===== src/rtl/seq_tx_1101_framer.sv =====
// seq_tx_1101_framer
// Serial frame transmitter: sends the sync pattern 1101 followed by a
// DATA_W-bit payload (MSB first) on a single registered line. A zero is
// stuffed whenever the last three line bits were 110, so a 1101 detector
// on the far end can only ever lock onto the sync pattern.
//
// Timing model: the state register describes what dout carries *now*.
//   IDLE  : dout = 0, block accepts a payload word
//   SYNC  : dout = sync bit number cnt (0..3 -> 1,1,0,1)
//   DATA  : dout = payload bit, cnt = payload bits sent including this one
//   STUFF : dout = stuffed 0, cnt unchanged
// Every edge computes the next dout value from the current state and the
// three-bit line history h (h[0] is the bit on dout this cycle).

module seq_tx_1101_framer #(
   parameter int DATA_W = 8
) (
   input  logic              clock,
   input  logic              reset,
   input  logic [DATA_W-1:0] din,
   input  logic              din_valid,
   output logic              din_ready,
   output logic              dout,
   output logic              busy,
   output logic              frame_done
);

   // Counter holds either the sync bit index (0..3) or the number of
   // payload bits already on the line (1..DATA_W).
   localparam int CNT_W = $clog2(DATA_W) + 1;
   localparam logic [CNT_W-1:0] CNT_LAST     = CNT_W'(DATA_W);
   localparam logic [CNT_W-1:0] CNT_SYNC_END = CNT_W'(3);

   // Line history that forces a stuff bit: the next bit would otherwise
   // be free to complete a 1101.
   localparam logic [2:0] STUFF_HIST = 3'b110;

   typedef enum logic [1:0] {
      ST_IDLE,
      ST_SYNC,
      ST_DATA,
      ST_STUFF
   } state_t;

   state_t            state_q, state_d;
   logic              dout_q, dout_d;
   logic              done_q, done_d;
   logic [2:0]        h_q, h_d;
   logic [CNT_W-1:0]  cnt_q, cnt_d;
   logic [DATA_W-1:0] sh_q, sh_d;
   logic              data_step;

   // Control registers: state, line bit, frame_done, history and counter.
   // NOTE: sequential state uses non-blocking assignments so every register
   // samples the pre-edge values of the others, independent of block order.
   always_ff @(posedge clock) begin
      if (reset) begin
         state_q <= ST_IDLE;
         dout_q  <= 1'b0;
         done_q  <= 1'b0;
         h_q     <= 3'b000;
         cnt_q   <= '0;
      end else begin
         state_q <= state_d;
         dout_q  <= dout_d;
         done_q  <= done_d;
         h_q     <= h_d;
         cnt_q   <= cnt_d;
      end
   end

   // Payload shift register; the MSB is always the next payload bit to send.
   // NOTE: no reset here on purpose -- the word is reloaded on every accept
   // and is never observed in IDLE, so resetting it would only add logic.
   always_ff @(posedge clock) begin
      sh_q <= sh_d;
   end

   // Next-state and next-line-bit decision.
   // NOTE: every signal written here gets a default first, so no path can
   // leave one unassigned and infer a latch.
   always_comb begin
      state_d   = state_q;
      dout_d    = 1'b0;
      done_d    = 1'b0;
      cnt_d     = cnt_q;
      sh_d      = sh_q;
      data_step = 1'b0;

      case (state_q)
         ST_IDLE: begin
            if (din_valid) begin
               state_d = ST_SYNC;
               sh_d    = din;
               dout_d  = 1'b1;        // first sync bit
               cnt_d   = '0;
            end
         end

         ST_SYNC: begin
            if (cnt_q == CNT_SYNC_END) begin
               data_step = 1'b1;
            end else begin
               cnt_d  = cnt_q + CNT_W'(1);
               // Sync bits 1,1,0,1: only index 2 is a zero.
               dout_d = (cnt_q != CNT_W'(1));
            end
         end

         ST_DATA: begin
            if (cnt_q == CNT_LAST) begin
               // Last payload bit is on the line; the IDLE zero that follows
               // also breaks any trailing 110.
               state_d = ST_IDLE;
               cnt_d   = '0;
            end else begin
               data_step = 1'b1;
            end
         end

         ST_STUFF: begin
            data_step = 1'b1;
         end

         default: begin
            state_d = ST_IDLE;
            cnt_d   = '0;
         end
      endcase

      // Shared payload/stuff decision; history carries over from the sync
      // tail, so the first payload bit is checked like any other.
      if (data_step) begin
         if (h_q == STUFF_HIST) begin
            state_d = ST_STUFF;
            dout_d  = 1'b0;
            if (state_q == ST_SYNC) begin
               cnt_d = '0;
            end
         end else begin
            state_d = ST_DATA;
            dout_d  = sh_q[DATA_W-1];
            sh_d    = {sh_q[DATA_W-2:0], 1'b0};
            cnt_d   = (state_q == ST_SYNC) ? CNT_W'(1) : cnt_q + CNT_W'(1);
            done_d  = (cnt_d == CNT_LAST);
         end
      end

      h_d = {h_q[1:0], dout_d};
   end

   // Handshake and status outputs derive directly from registered state.
   assign din_ready  = (state_q == ST_IDLE);
   assign busy       = (state_q != ST_IDLE);
   assign dout       = dout_q;
   assign frame_done = done_q;

endmodule


===== config.mk =====
export PLATFORM = sky130hd
export DESIGN_NAME = seq_tx_1101_framer
export DESIGN_NICKNAME = d
export VERILOG_FILES = /design/src/rtl/seq_tx_1101_framer.sv
export SDC_FILE = /design/constraint.sdc
export NUM_CORES = 1
export LEC_CHECK = 0
export CAP_MARGIN = 20
export CORE_MARGIN = 5
export CORE_UTILIZATION = 40
export DETAILED_ROUTE_END_ITERATION = 6
export GPL_TIMING_DRIVEN = 0
export HOLD_SLACK_MARGIN = 0.08
export SLEW_MARGIN = 20
export SYNTH_ARGS = -nofsm -noshare
export SYNTH_HDL_FRONTEND = slang
export SYNTH_SLANG_ARGS = --single-unit

===== constraint.sdc =====
create_clock -name clock -period 1.95 [get_ports clock]
set_input_delay 0.39 -clock clock [delete_from_list [all_inputs] [get_ports clock]]
set_output_delay 0.39 -clock clock [all_outputs]
set_load 0.005 [all_outputs]

==> results of run 1 <==
[timing repair]
| action | in CTS | in global routing |
|---|---|---|
| cloned | 0 | 0 |
| setup endpoints to repair | 1 | 1 |
| resized for setup | 1 | 1 |
| pin swaps | 0 | 0 |
[worst max-delay path, delay by kind of cell, from the launching register on]
family                 cells  cell delay [ps]
DFF                        1              380
and+or+nand+nor            1              260
buffers and inverters      2              560
[metrics by stage]
| stage | instance area (um2) | worst slack, ps | power (uW) | hold WS, ps |
|---|---|---|---|---|
| 2_1_floorplan | 985 | 401 | 510 | 428 |
| 3_3_place_gp | 1150 | 237 | 553 | 435 |
| 3_5_place_dp | 1150 | 219 | 557 | 442 |
| 4_1_cts | 1190 | 26.0 | 788 | 460 |
| 5_1_grt | 1190 | -1.28 | 829 | 489 |
| 6_report | 1190 | 58.4 | 783 | 456 |
[power by group]
group | internal (uW) | leakage (uW) | switching [uW]
registers | 405 | 0.000149 | 24.0
clock network | 114 | 0.0000210 | 121
logic | 70.3 | 0.000269 | 49.1
[cells by family after synthesis]
logic type                 count (synthesis)  synth area share [%]
AOI/OAI and AO/OA                         24                  16.1
xor gates and xnor gates                   1                 0.890
adders and majority gates                  3                  3.81
buffers and inverters                     11                  7.11
DFF                                       18                  36.6
muxes                                      9                  9.28
and+or+nand+nor                           40                  26.2
[layout by cell type (no fill, tap or decap), types with 2 or more instances in the layout]
cell type	count
dfxtp_1	17
clkdlybuf4s50_1	13
mux2i_1	8
nand2_1	8
o21ai_1	8
nor2_1	8
a21oi_1	4
inv_1	3
buf_6	3
o21ai_0	3
nor2b_1	3
ha_1	3
clkbuf_4	3
nand3b_1	2
buf_2	2
and2_1	2
nand3_1	2
nor4bb_1	2
nand4b_1	2
nor3_1	2
[layer usage]
metal / share of wire (%) / GRT usage, % / vias up / routed length (um)
li1: - / - / 420 / -
met1: 52 / 16.1 / 361 / 973
met2: 42 / 17.5 / 15 / 793
met3: 3.8 / 2.83 / 4 / 71
met4: 1.5 / 4.75 / 0 / 28
met5: 0 / 0 / - / 0
[registers in the layout, summed over array words and instances (netlist names)]
signal / cells
h_q: 3
cnt_q: 4
sh_q: 8
state_q: 2
frame_done: 1
[final cells by class]
cell class / count / share of cell area [%]
multi-input cells: 77 / 46.7
plain buffers: 7 / 4.62
inverters: 4 / 1.26
repair buffers: 13 / 10.9
flip-flops and latches: 18 / 30.3
clock buffers: 4 / 3.04
well taps: 30 / 3.15
[worst min-delay path by stage]
stage | start | to
finish | sh_q[3]$_DFF_P_ | sh_q[4]$_DFF_P_
global route | sh_q[2]$_DFF_P_ | sh_q[3]$_DFF_P_
CTS | sh_q[3]$_DFF_P_ | sh_q[4]$_DFF_P_
detailed placement | sh_q[3]$_DFF_P_ | sh_q[4]$_DFF_P_
floorplan | sh_q[0]$_DFF_P_ | sh_q[1]$_DFF_P_
global placement | sh_q[2]$_DFF_P_ | sh_q[3]$_DFF_P_
==> impl_metrics.py, run 1 <==
metrics = {
    "critical_path": {
        "slowest_delay_ps": 490,
        "critPathCaptureType": "primary output",
        "rr_worst_depth": 6,
        "r2r_start": "cnt_q[0]$_SDFF_PP0_",
        "cp_max_fo": 8,
        "r2r_end": "cnt_q[0]$_SDFF_PP0_",
        "start_kind": "register",
        "startpoint": "state_q[0]$_SDFFE_PP0P_",
        "path_cells": "or2_4 -> inv_2 -> clkdlybuf4s50_1",
        "r2r_setup_slack_ps": 190,
        "worstPathArrival_ps": 1500,
        "cp.required_ps": 1560,
        "worst_path_max_delay_cell": "clkdlybuf4s50_1",
        "cp-endpoint": "din_ready",
        "path_class": "register to primary output",
    },
    "clock_tree": {
        "clkSinkCount": 18,
        "cts_tree": "done",
        "clockRootBuffer": "clkbuf_4",
        "post_cts.repair.setup_buffers": 0,
        "clkLatencyLatePin_ps": 300,
        "path_clk_slew_ps": 110,
        "hold_buffers": 0,
        "clockBufferDepth": 2,
        "cts_made_buffers": 3,
        "htreeDepth": 1,
    },
    "sta": {
        "relSlewSlack_pct": 70.1,
        "fin_worst_skew_ps": 13.1,
        "setup_viol": 0,
        "hold_viol_final": 0,
        "tightest_slew_ps": 443,
        "period_share_pct": 97.0,
        "period_needed_ps": 1890,
        "clock.fmax_mhz": 529,
        "drv_slew": 0,
        "tns_ps": 0,
    },
    "finish": {
        "antenna_cells": 0,
        "fin_util_pct": 49.5,
        "multi_input_area_um2": 557,
        "seqCellArea_um2": 362,
        "final_net_count": 138,
        "finalNonFillerCells": 153,
        "drive_gt1_share_pct": 16.3,
        "syn_to_final_growth_pct": 21.1,
        "fillers": 232,
    },
    "floorplanning": {
        "dieArea_um2": 3550,
        "rows": 18,
        "die_w_um": 59.6,
        "coreArea_um2": 2410,
        "io_pins": 15,
        "die_y_um": 59.6,
        "initial_core_util_pct": 40.9,
    },
    "synth": {
        "synth_most_common_cell": "dfxtp_1",
        "synthDistinctLibCells": 41,
        "synth_cells": 106,
        "syn_avg_cell_area_um2": 9.29,
        "synth_common_cells": "18 x dfxtp_1, 8 x mux2i_1, 8 x nand2_1, 8 x nor2_1, 8 x o21ai_1",
        "synth-async-reset-ratio_pct": 0,
        "synth_nets": 120,
        "yosysSeqAreaShare_pct": 36.6,
        "synth_edf_count": 0,
        "ys.flop_type": "dfxtp_1",
        "synth_top_area_share_pct": 36.6,
        "synth-seq-cells": 18,
        "yosysWarnings": 0,
        "ys_top_cells_by_area": "dfxtp_1 37%, mux2i_1 8.1%, o21ai_1 4.1%",
        "yosysTopAreaCell": "dfxtp_1",
        "netlist_area_um2": 985,
    },
    "place": {
        "hpwl_um": 1400,
        "place_inst": 149,
        "gp_congestion": 0.826,
        "port_buffers": 13,
    },
    "global_route": {
        "grt-ovfl-total": 0,
        "grt_pass1_wl_um": 3150,
        "grt_max_degree": 11,
        "antenna_found_initial": 0,
        "track_usage_pct": 11.7,
        "grt_pass1_vias": 736,
    },
    "power_and_ir_drop": {
        "power_density_nw_per_um2": 657,
        "p_leak_uw": 0.000439,
        "peakVddDrop_mv": 0.526,
    },
    "job": {
        "cap_viol_max_count": 0,
    },
    "hold_path": {
        "min_path_type": "register to register",
        "worst_hold_path.num_cells": 2,
    },
    "drt": {
        "wirelength_um": 1870,
        "remaining_drc_errors": 0,
        "drtPass1Iterations": 4,
        "wl_per_cell_um": 12.2,
        "vias": 800,
        "drt_iter0_markers": 14,
        "viasPerCell": 5.23,
        "drtAntennaViolNets": 0,
    },
    "outcome": {
        "status": "completed",
    },
}
Note: power is estimated with default switching activity, not from simulation.
==> inputs of run 2 (changes only) <==
--- a/config.mk
+++ b/config.mk
@@ -7,7 +7,7 @@
 export LEC_CHECK = 0
 export CAP_MARGIN = 20
 export CORE_MARGIN = 5
-export CORE_UTILIZATION = 40
+export CORE_UTILIZATION = 30
 export DETAILED_ROUTE_END_ITERATION = 6
 export GPL_TIMING_DRIVEN = 0
 export HOLD_SLACK_MARGIN = 0.08
==> impl_metrics.py, run 2 (synthesis results as in run 1) <==
metrics = {
    "outcome": {
        "status": "completed",
    },
    "job": {
        "cap_viol_max_count": 0,
    },
    "critical_path": {
        "r2r_start": "cnt_q[0]$_SDFF_PP0_",
        "cp.required_ps": 1560,
        "slowest_delay_ps": 490,
        "cp_max_fo": 8,
        "worst_path_max_delay_cell": "clkdlybuf4s50_1",
        "path_class": "register to primary output",
        "r2r_end": "cnt_q[0]$_SDFF_PP0_",
        "start_kind": "register",
        "rr_worst_depth": 6,
        "critPathCaptureType": "primary output",
        "path_cells": "or2_4 -> inv_2 -> clkdlybuf4s50_1",
        "worstPathArrival_ps": 1490,
        "r2r_setup_slack_ps": 180,
    },
    "hold_path": {
        "min_path_type": "register to register",
        "worst_hold_path.num_cells": 2,
        "whs_endpoint": "sh_q[2]$_DFF_P_",
        "min_from": "sh_q[1]$_DFF_P_",
    },
    "finish": {
        "multi_input_area_um2": 557,
        "regMostFlops": "sh_q",
        "top_regs": "sh_q: 8 flops, cnt_q: 4 flops, h_q: 3 flops",
        "antenna_cells": 0,
        "largest_reg_flops": 8,
        "fin_util_pct": 39.0,
        "layout_common_cells": "17 x dfxtp_1, 13 x clkdlybuf4s50_1",
        "syn_to_final_growth_pct": 22.9,
        "fillers": 340,
        "seqCellArea_um2": 362,
        "final_net_count": 138,
        "finalNonFillerCells": 167,
        "final_common_cell": "dfxtp_1",
        "drive_gt1_share_pct": 16.3,
    },
    "sta": {
        "relSlewSlack_pct": 67.8,
        "tightest_slew_ps": 482,
        "whs_ps": 455,
        "setup_viol": 0,
        "hold_viol_final": 0,
        "tns_ps": 0,
        "clock.fmax_mhz": 532,
        "fin_worst_skew_ps": 3.75,
        "period_needed_ps": 1880,
        "period_share_pct": 96.3,
        "rsz0062_at_grt": "false",
        "drv_slew": 0,
        "fin_ws_ps": 71.9,
    },
    "drt": {
        "wirelength_um": 2040,
        "remaining_drc_errors": 0,
        "drtPass1Iterations": 4,
        "vias": 809,
        "drtAntennaViolNets": 0,
        "drt_iter0_markers": 23,
        "wl_per_cell_um": 12.2,
        "viasPerCell": 4.84,
    },
    "clock_tree": {
        "clockBufferDepth": 2,
        "path_clk_slew_ps": 100,
        "post_cts.repair.setup_buffers": 0,
        "cts_made_buffers": 3,
        "cts_tree": "done",
        "clockRootBuffer": "clkbuf_4",
        "clkSinkCount": 18,
        "htreeDepth": 1,
        "hold_buffers": 0,
        "clkLatencyLatePin_ps": 290,
    },
    "place": {
        "hpwl_um": 1520,
        "gp_congestion": 0.849,
        "dp_slack_ps": 209,
        "place_inst": 163,
        "port_buffers": 13,
    },
    "global_route": {
        "grt_pass1_vias": 794,
        "grt_max_degree": 11,
        "antenna_found_initial": 0,
        "grt-ovfl-total": 0,
        "grt_pass1_wl_um": 3350,
        "track_usage_pct": 9.59,
    },
    "power_and_ir_drop": {
        "p_leak_uw": 0.000439,
        "peakVddDrop_mv": 0.200,
        "power_density_nw_per_um2": 644,
    },
    "floorplanning": {
        "initial_core_util_pct": 31.7,
        "die_w_um": 67.3,
        "io_pins": 15,
        "coreArea_um2": 3100,
        "dieArea_um2": 4530,
        "die_y_um": 67.3,
        "rows": 20,
    },
}
==> run 2: cell counts in the layout (fill, tap and decap cells not counted) <==
No cell type changed its count.
==> run 2: repair_timing <==
action	4_1_cts	5_1_grt
gates resized for setup	1	1
endpoints found under the setup margin	1	1
pin swaps	0	0
==> run 2: per-stage QoR <==
step | total power (uW) | cell area, um2
2_1_floorplan | 510 | 985
4_1_cts | 788 | 1210
3_3_place_gp | 554 | 1170
6_report | 779 | 1210
5_1_grt | 826 | 1210
3_5_place_dp | 558 | 1170
==> run 2: worst max path at each step <==
| stage | startpoint | endpoint | slack, ps | cells past startpoint |
|---|---|---|---|---|
| floorplan | cnt_q[0]$_SDFF_PP0_ | cnt_q[0]$_SDFF_PP0_ | 400 | 6 |
| global route | state_q[1]$_SDFFE_PP0P_ | din_ready | 6 | 3 |
| global placement | cnt_q[0]$_SDFF_PP0_ | cnt_q[0]$_SDFF_PP0_ | 220 | 6 |
| finish | state_q[0]$_SDFFE_PP0P_ | din_ready | 70 | 3 |
| CTS | state_q[0]$_SDFFE_PP0P_ | din_ready | 30 | 3 |
| detailed placement | cnt_q[0]$_SDFF_PP0_ | cnt_q[0]$_SDFF_PP0_ | 210 | 6 |
==> run 2: critical path: cells and delay by family (launching register included) <==
kind,cells,cell delay [ps]
buf+inv,2,560
simple gates,1,260
flops,1,380
==> run 2: per-layer routing <==
layer / wire length [um] / track usage, % / up-vias
li1: - / - / 415
met1: 960 / 12.0 / 377
met2: 942 / 15.5 / 13
met3: 87 / 1.66 / 4
met4: 44 / 5.32 / 0
met5: 0 / 0 / -
==> run 2: power breakdown <==
part	total, uW	switching, uW	internal, uW
combinational	121	50.6	70.6
clock	228	115	114
sequential	429	24.3	405
==> run 2: layout make-up <==
class | count | area share [%]
timing repair buffer | 13 | 10.8
tap | 44 | 4.55
multi-input combinational | 77 | 46.0
sequential | 18 | 29.9
clock buffer | 4 | 3.00
buffer | 7 | 4.55
inverter | 4 | 1.24
